**config.mk**
```make
export PLATFORM = sky130hd
export DESIGN_NAME = frac_clk_div
export DESIGN_NICKNAME = d
export VERILOG_FILES = /design/src/rtl/frac_clk_div.sv
export SDC_FILE = /design/constraint.sdc
export NUM_CORES = 1
export LEC_CHECK = 0
export ABC_CLOCK_PERIOD_IN_PS = 5750
export BUFFER_PORTS_ARGS = -buffer_cell sky130_fd_sc_hd__buf_4
export CORE_MARGIN = 2
export CORE_UTILIZATION = 55
export DETAILED_ROUTE_END_ITERATION = 16
export GPL_TIMING_DRIVEN = 1
export MAX_ROUTING_LAYER = met4
export PLACE_DENSITY = 0.86
export SKIP_CTS_REPAIR_TIMING = 1
export SLEW_MARGIN = 15
export SYNTH_ARGS = -nofsm -noshare
export SYNTH_HDL_FRONTEND = slang
export SYNTH_SLANG_ARGS = --single-unit
```
**constraint.sdc**
```tcl
create_clock -name clk -period 5.75 [get_ports clk]
set_input_delay 1.15 -clock clk [delete_from_list [all_inputs] [get_ports clk]]
set_output_delay 1.15 -clock clk [all_outputs]
set_load 0.02 [all_outputs]
```
**src/rtl/frac_clk_div.sv**
```systemverilog
// Fractional clock divider: average output period of N + num/den input cycles.
// Each period is N or N+1 cycles long, chosen by a first-order accumulator.
// New divisor values wait in a pending set and switch in at a period boundary
// (or straight away while the divider is disabled), so clk_out never glitches.
module frac_clk_div #(
  parameter int INT_W   = 8,
  parameter int FRAC_W  = 4,
  parameter int DEF_INT = 8,
  parameter int DEF_NUM = 7,
  parameter int DEF_DEN = 10
) (
  input  logic              clk,
  input  logic              rst_n,
  input  logic              en,
  input  logic              cfg_load,
  input  logic [INT_W-1:0]  div_int,
  input  logic [FRAC_W-1:0] frac_num,
  input  logic [FRAC_W-1:0] frac_den,
  output logic              pulse_out,
  output logic              clk_out,
  output logic              cfg_pend
);

  localparam int CW = INT_W + 1;   // counter / period length width
  localparam int AW = FRAC_W + 1;  // accumulator width (acc + num < 2*den)

  // active and pending configuration
  logic [INT_W-1:0]  n_a, n_p;
  logic [FRAC_W-1:0] num_a, den_a, num_p, den_p;
  logic              pend;

  // period state; run marks that a period is in flight (cnt is meaningful)
  logic              run;
  logic [CW-1:0]     cnt, len;
  logic [AW-1:0]     acc;

  // sanitised capture values
  logic [INT_W-1:0]  s_int;
  logic [FRAC_W-1:0] s_num, s_den;
  logic              s_bad;

  // next-period decision
  logic              period_end, apply, start, take;
  logic [INT_W-1:0]  eff_n;
  logic [FRAC_W-1:0] eff_num, eff_den;
  logic [AW-1:0]     eff_acc, sum;
  logic [CW-1:0]     new_len, cnt_inc;

  // clamp illegal divisors: N below 2 and improper fractions fall back to integer ratio
  always_comb begin
    s_int = (div_int < INT_W'(2)) ? INT_W'(2) : div_int;
    s_bad = (frac_den == FRAC_W'(0)) || (frac_num >= frac_den);
    s_num = s_bad ? FRAC_W'(0) : frac_num;
    s_den = s_bad ? FRAC_W'(1) : frac_den;
  end

  // boundary detection and the length of the period that would start next
  always_comb begin
    period_end = run && (cnt == len - CW'(1));
    // pending config lands at a boundary, on start-up, or at once while idle
    apply      = pend && (!en || !run || period_end);
    start      = en && (!run || period_end);
    eff_n      = apply ? n_p   : n_a;
    eff_num    = apply ? num_p : num_a;
    eff_den    = apply ? den_p : den_a;
    eff_acc    = apply ? AW'(0) : acc;
    sum        = eff_acc + {1'b0, eff_num};
    take       = (sum >= {1'b0, eff_den});
    new_len    = {1'b0, eff_n} + CW'(take);
    cnt_inc    = cnt + CW'(1);
  end

  // configuration registers: capture into pending, promote to active on apply
  always_ff @(posedge clk or negedge rst_n) begin
    if (!rst_n) begin
      n_a   <= INT_W'(DEF_INT);
      num_a <= FRAC_W'(DEF_NUM);
      den_a <= FRAC_W'(DEF_DEN);
      n_p   <= INT_W'(DEF_INT);
      num_p <= FRAC_W'(DEF_NUM);
      den_p <= FRAC_W'(DEF_DEN);
      pend  <= 1'b0;
    end else begin
      if (apply) begin
        n_a   <= n_p;
        num_a <= num_p;
        den_a <= den_p;
      end
      // a load coinciding with apply lands in pending for the next boundary
      if (cfg_load) begin
        n_p   <= s_int;
        num_p <= s_num;
        den_p <= s_den;
        pend  <= 1'b1;
      end else if (apply) begin
        pend  <= 1'b0;
      end
    end
  end

  // period counter, accumulator and registered outputs
  always_ff @(posedge clk or negedge rst_n) begin
    if (!rst_n) begin
      run       <= 1'b0;
      cnt       <= '0;
      len       <= CW'(DEF_INT);
      acc       <= '0;
      pulse_out <= 1'b0;
      clk_out   <= 1'b0;
    end else if (!en) begin
      // disabled: drop any partial period without a pulse
      run       <= 1'b0;
      cnt       <= '0;
      acc       <= '0;
      pulse_out <= 1'b0;
      clk_out   <= 1'b0;
    end else if (start) begin
      // first cycle of a period; len >= 2 so clk_out always opens high
      run       <= 1'b1;
      cnt       <= '0;
      len       <= new_len;
      acc       <= take ? (sum - {1'b0, eff_den}) : sum;
      pulse_out <= 1'b0;
      clk_out   <= 1'b1;
    end else begin
      cnt       <= cnt_inc;
      pulse_out <= (cnt_inc == len - CW'(1));
      clk_out   <= (cnt_inc < (len >> 1));
    end
  end

  assign cfg_pend = pend;

endmodule

```
# ---- After elaboration in Yosys (flattened, before gate mapping)
# Cells that the tools add are included.
dict set report totals {
  inputBits 20
  out_inout_bits 3
  ff_bits 59
  elab_cells 57
}
dict set report classes {
  n_mux 20
  n_lt_le_gt_ge 4
  n_reduce_logical 12
  addsub 5
  eq_ne 3
}
# operator count
set ops {}
lappend ops {{5-bit 2-to-1 mux} 4}
lappend ops {{9-bit equality test} 2}
lappend ops {{9-bit 2-to-1 mux} 2}
lappend ops {{4-bit 2-to-1 mux} 4}
lappend ops {{8-bit 2-to-1 mux} 2}
lappend ops {{8-bit by 1-bit adder with 9-bit output} 1}
lappend ops {{9-bit by 1-bit adder with 9-bit output (second input constant)} 1}
lappend ops {{9-bit by 8-bit less-than comparator with 1-bit output} 1}
lappend ops {{9-bit by 1-bit subtractor with 9-bit output (second input constant)} 1}
lappend ops {{8-bit by 2-bit less-than comparator with 1-bit output (second input constant)} 1}
lappend ops {{1-bit 2-to-1 mux} 8}
lappend ops {{5-bit by 4-bit adder with 5-bit output} 1}
lappend ops {{5-bit by 4-bit >= comparator with 1-bit output} 1}
lappend ops {{5-bit by 4-bit subtractor with 5-bit output} 1}
lappend ops {{4-bit >= comparator} 1}
lappend ops {{4-bit zero test} 1}
lappend ops {{1-bit logical OR} 4}
lappend ops {{1-bit logical AND} 3}
lappend ops {{1-bit zero test} 2}
lappend ops {{2-bit by 1-bit inequality test with 1-bit output (second input constant)} 1}
lappend ops {{2-bit AND reduction} 1}
lappend ops {{2-bit nonzero test} 1}

# ---- Logic depth before layout (Yosys ltp)
dict set report logic_depth {
  word_depth 11
  mapped_depth 30
  ltp_nobuf 26
}

# ---- Least setup slack after synthesis
# No wires, ideal clock.
dict set report synth_path {
  path_type {register to register}
  start {register len[0]}
  end {register len[5]}
  setup_time_ns 0.125
  required_time_ns 5.625
  path_buffers 4
  t_arrival_ns 5.855
  synth_period_minus_slack_ns 5.980
  slack_ns -0.230
  stages_incl_launch_ff 27
  cell_sequence {dfrtp_1 > inv_1 > ha_1 > or3b_1 > buf_6 > or3_4 > and4_1 > a211o_1 > o221ai_2 > buf_2 > buf_2 > o21ai_0 > ha_1 > fa_1 > xor2_1 > ha_1 > a21o_1 > a2111oi_0 > o2111ai_2 > o211a_1 > buf_6 > ha_1 > and4_1 > nand2_1 > xor2_1 > a21oi_1 > mux2_2}
}
dict set report synth_between {
  elab_chain_len 9
  elab_cells_between_ends 15
  cone_classes {add/sub: 3; order compare: 1; eq/ne: 1; mux: 4; reduce/logical: 6}
}
# item line
set synth_rtl {}
lappend synth_rtl {{from (decl)} 34} ;# logic [CW-1:0] cnt, len;
lappend synth_rtl {{from (signal assigned)} 106} ;# len <= CW'(DEF_INT);
lappend synth_rtl {{from (signal assigned)} 121} ;# len <= new_len;
lappend synth_rtl {{9-bit by 1-bit subtractor with 9-bit output} 59} ;# period_end = run && (cnt == len - CW'(1));
lappend synth_rtl {{9-bit equality test} 59}
lappend synth_rtl {{1-bit logical AND} 59}
lappend synth_rtl {{1-bit logical OR} 61} ;# apply = pend && (!en || !run || period_end);
lappend synth_rtl {{1-bit logical AND} 61}
lappend synth_rtl {{4-bit 2-to-1 mux} -}
lappend synth_rtl {{via eff_num[0]} 45} ;# logic [FRAC_W-1:0] eff_num, eff_den;
lappend synth_rtl {{5-bit by 4-bit adder with 5-bit output} 67} ;# sum = eff_acc + {1'b0, eff_num};
lappend synth_rtl {{5-bit by 4-bit >= comparator with 1-bit output} 68} ;# take = (sum >= {1'b0, eff_den});
lappend synth_rtl {{8-bit by 1-bit adder with 9-bit output} 69} ;# new_len = {1'b0, eff_n} + CW'(take);
# The timed path passes the listed nets, and every way through them passes these cells.
# A chain may end at the register's enable or synchronous reset.

# ---- Worst setup path in the final report
dict set report layout_path {
  start {register len[0]}
  end {register len[5]}
}
dict set report layout_between {
  elab_chain_len 9
  elab_cells_between_ends 15
  cone_classes {add/sub: 3; order compare: 1; eq/ne: 1; mux: 4; reduce/logical: 6}
}
# item line
set layout_rtl {}
lappend layout_rtl {{9-bit by 1-bit subtractor with 9-bit output *} 59}
lappend layout_rtl {{9-bit equality test *} 59}
lappend layout_rtl {{1-bit logical AND *} 59}
lappend layout_rtl {{1-bit logical OR} 61}
lappend layout_rtl {{1-bit logical AND} 61}
lappend layout_rtl {{5-bit 2-to-1 mux or 4-bit 2-to-1 mux (tied branches)} -}
lappend layout_rtl {{5-bit by 4-bit adder with 5-bit output} 67}
lappend layout_rtl {{5-bit by 4-bit >= comparator with 1-bit output} 68}
lappend layout_rtl {{8-bit by 1-bit adder with 9-bit output} 69}
# Every way passes the cells marked *; elsewhere a longest branch is shown, timed or not.

==> impl_metrics.env <==
export IMPL_cp_arrival_ns=5.98
export IMPL_ys_flop_type="dfrtp_1"
export IMPL_ys_ff_latch=59
export IMPL_gr_usage_met2=0.386
export IMPL_reg2reg_to="len[5]$_DFFE_PN0P_"
export IMPL_p_leak_nw=2.04
export IMPL_end_kind="flop"
export IMPL_io_buffer_count=22
export IMPL_drc=0
export IMPL_final_common_cell="dfrtp_1"
export IMPL_rows=30
export IMPL_start_util=0.568
export IMPL_dpl_cell_area_mm2=0.00409
export IMPL_synth_top_area_cell="dfrtp_1"
export IMPL_diodes=0
export IMPL_synth_nets=442
export IMPL_critPathRequiredTime_ns=5.98
export IMPL_crit_type="reg -> reg"
export IMPL_relSlewSlack=0.506
export IMPL_drt_first_pass_iters=4
export IMPL_grt_pass1_vias=3014
export IMPL_fin_cells=511
export IMPL_worst_path_max_fanout=6
export IMPL_finClkSkew_ns=0.00740
export IMPL_max_freq_ghz=0.174
export IMPL_synthArstFlopShare=1.00
export IMPL_clk_pin_slew_ns=0.07
export IMPL_crit_start="len[0]$_DFFE_PN0P_"
export IMPL_cts_root_buf="clkbuf_8"
export IMPL_dieArea_mm2=0.00767
export IMPL_fin_ws_ns=0.00833
export IMPL_switching_share=0.398
export IMPL_p_int_mw=1.23
export IMPL_grt_max_degree=60
export IMPL_status="finished, final reports clean"
export IMPL_cp_endpoint="len[5]$_DFFE_PN0P_"
export IMPL_met3_usage=0.0622
export IMPL_viasPerCell=5.97
export IMPL_pre_cts_slack_ns=-0.203
export IMPL_final_cell_mix="45 x dfrtp_1, 39 x inv_1, 38 x nand2_1, 29 x buf_4, 26 x xnor2_1"
export IMPL_period_minus_slack_ns=5.74
export IMPL_postLayoutCoreUtil=0.668
export IMPL_cts_buffers=9
export IMPL_routed_wl_um=9200
export IMPL_hold_path_class="reg -> reg"
export IMPL_drv_slew=0
export IMPL_placed_cells=488
export IMPL_drive_above_1_share=0.251
export IMPL_ys_warn_count=0
export IMPL_num_vias=3050
export IMPL_grt_use_total=0.242
export IMPL_switchingPower_mw=0.812
export IMPL_yosysTopAreaCellShare=0.300
export IMPL_grt_antenna_before_repair=0
export IMPL_die_w_um=87.6
export IMPL_reg2reg_setup_slack_ns=0.008
export IMPL_hold_viol=0
export IMPL_grt_pass1_wl_um=14000
export IMPL_cts_tree="done"
export IMPL_wl_per_cell_um=18.0
export IMPL_drt_iter0_markers=204
export IMPL_clkLatencyLatePin_ns=0.34
export IMPL_period_share=0.999
export IMPL_top_usage_layer="met2"
export IMPL_syn_area_per_cell_um2=9.67
export IMPL_cts_max_path_buffers=2
export IMPL_rr_startpoint="len[0]$_DFFE_PN0P_"
export IMPL_r2r_cells=23
export IMPL_yosysUniqueCellTypes=57
export IMPL_drtAntennaViolNets=0
export IMPL_netlist_instances=397
export IMPL_synthTopCellsByArea="dfrtp_1 30%, dfstp_2 8.9%, ha_1 7.5%"
export IMPL_synthToLayoutAreaGrowth_pct=17.6
export IMPL_clock_sinks=59
export IMPL_ir_drop_uv=250
export IMPL_p_clk_frac=0.194
export IMPL_drv_cap=0
export IMPL_cts_max_level=3
export IMPL_use_met1=0.298
export IMPL_die_h_um=87.6
export IMPL_io_pins=23
export IMPL_p_seq_frac=0.300
export IMPL_synth_area_mm2=0.00384
export IMPL_hpwlAfterDp_um=6010
export IMPL_core_area_mm2=0.00676
export IMPL_final_nets=471
export IMPL_final_area_mm2=0.00452
export IMPL_powerDensity_mw_per_mm2=451
export IMPL_worst_slew_pin_slew_ns=0.741
export IMPL_seq_area_frac_synth=0.389
export IMPL_grt_overflow=0
export IMPL_place_congestion=0.878
export IMPL_cp_start_kind="flop"
export IMPL_synth_edff_count=0
export IMPL_setup_viol=0
export IMPL_combPwrFrac=0.506
[synthesized netlist by cell type, types with 3 or more instances]
cell type / n
ha_1: 23
a2111oi_0: 3
dfrtp_1: 46
nor2_1: 21
nand2_1: 38
xor2_1: 13
o21a_1: 7
inv_1: 39
nand2b_1: 6
mux2_2: 18
nor3_1: 6
mux2i_1: 6
a21oi_1: 14
a21o_1: 8
o21ai_0: 21
nand3_1: 10
nand4_1: 4
and4_1: 4
o21ai_1: 9
dfstp_2: 13
and2_1: 6
buf_2: 4
xnor2_1: 26
clkbuf_1: 8
xnor3_1: 3
[stage by stage]
stage | hold slack [ns] | TNS (ns) | power (mW)
2_1_floorplan | 0.447 | 0 | 1.28
3_3_place_gp | 0.470 | 0 | 1.41
3_5_place_dp | 0.476 | -0.819 | 1.45
4_1_cts | 0.506 | -0.914 | 1.85
5_1_grt | 0.520 | -0.753 | 2.15
6_report | 0.497 | 0 | 2.04
[area by class of cell]
cell class | count | area (µm²)
well taps | 80 | 100
inverters | 39 | 146
repair buffers | 32 | 274
clock inverters | 4 | 50.0
fillers | 493 | 2240
clock buffers | 12 | 155
multi-input cells | 285 | 2300
flip-flops and latches | 59 | 1490
[worst max-delay path: stages, from the launching register on]
cell and delay (ns):
dfrtp_2 0.41, inv_1 0.06, ha_2 0.17, or3b_4 0.38
or3_4 0.42, and4_1 0.24, a211o_1 0.31, o221ai_4 0.27
buf_6 0.17, and2_1 0.20, ha_1 0.26, a21o_1 0.18
a21oi_1 0.25, xnor2_1 0.20, ha_1 0.37, a2111oi_4 0.38
o2111ai_2 0.16, o211a_4 0.19, ha_4 0.19, and4_1 0.22
nand2_1 0.09, xor2_1 0.14, a21oi_1 0.08, mux2_2 0.25
[registers in the layout, summed over array words and instances, names as in the netlist, 4 cells and up]
name and flops:
len 9, cnt 9, n_a 8, num_a 4, den_a 4, n_p 8
num_p 4, acc 5, den_p 4
[kinds of logic after synthesis]
| family | Yosys count | share of synthesized area |
|---|---|---|
| buf+inv | 53 | 0.0570 |
| fa+ha+maj | 25 | 0.0854 |
| xor+xnor | 42 | 0.107 |
| simple gates | 113 | 0.155 |
| compound gates | 81 | 0.139 |
| flops | 59 | 0.389 |
| mux | 24 | 0.0684 |
[layer usage]
layer | wire length, µm | up-vias
li1 | - | 1426
met1 | 3740 | 1493
met2 | 4670 | 101
met3 | 456 | 30
met4 | 323 | 0
met5 | 0 | -
[power groups by stage]
stage	Sequential, mW	Combinational, mW	Clock, mW
2_1_floorplan	0.576	0.709	0
3_3_place_gp	0.606	0.804	0
3_5_place_dp	0.612	0.839	0
4_1_cts	0.606	0.853	0.396
5_1_grt	0.623	1.11	0.415
6_report	0.612	1.03	0.395
[how the worst min path moves through the flow]
stage	from	cells past startpoint	end	slack, ns
final	num_a[0]$_DFF_PN1_	2	num_a[0]$_DFF_PN1_	0.50
after global placement	acc[3]$_DFFE_PN0P_	2	acc[3]$_DFFE_PN0P_	0.47
after detailed placement	acc[1]$_DFFE_PN0P_	1	acc[1]$_DFFE_PN0P_	0.48
after floorplan	acc[2]$_DFFE_PN0P_	2	acc[2]$_DFFE_PN0P_	0.45
after CTS	num_a[0]$_DFF_PN1_	2	num_a[0]$_DFF_PN1_	0.51
after global routing	num_a[0]$_DFF_PN1_	2	num_a[0]$_DFF_PN1_	0.52
No activity file was read; power rests on OpenSTA's default activity.
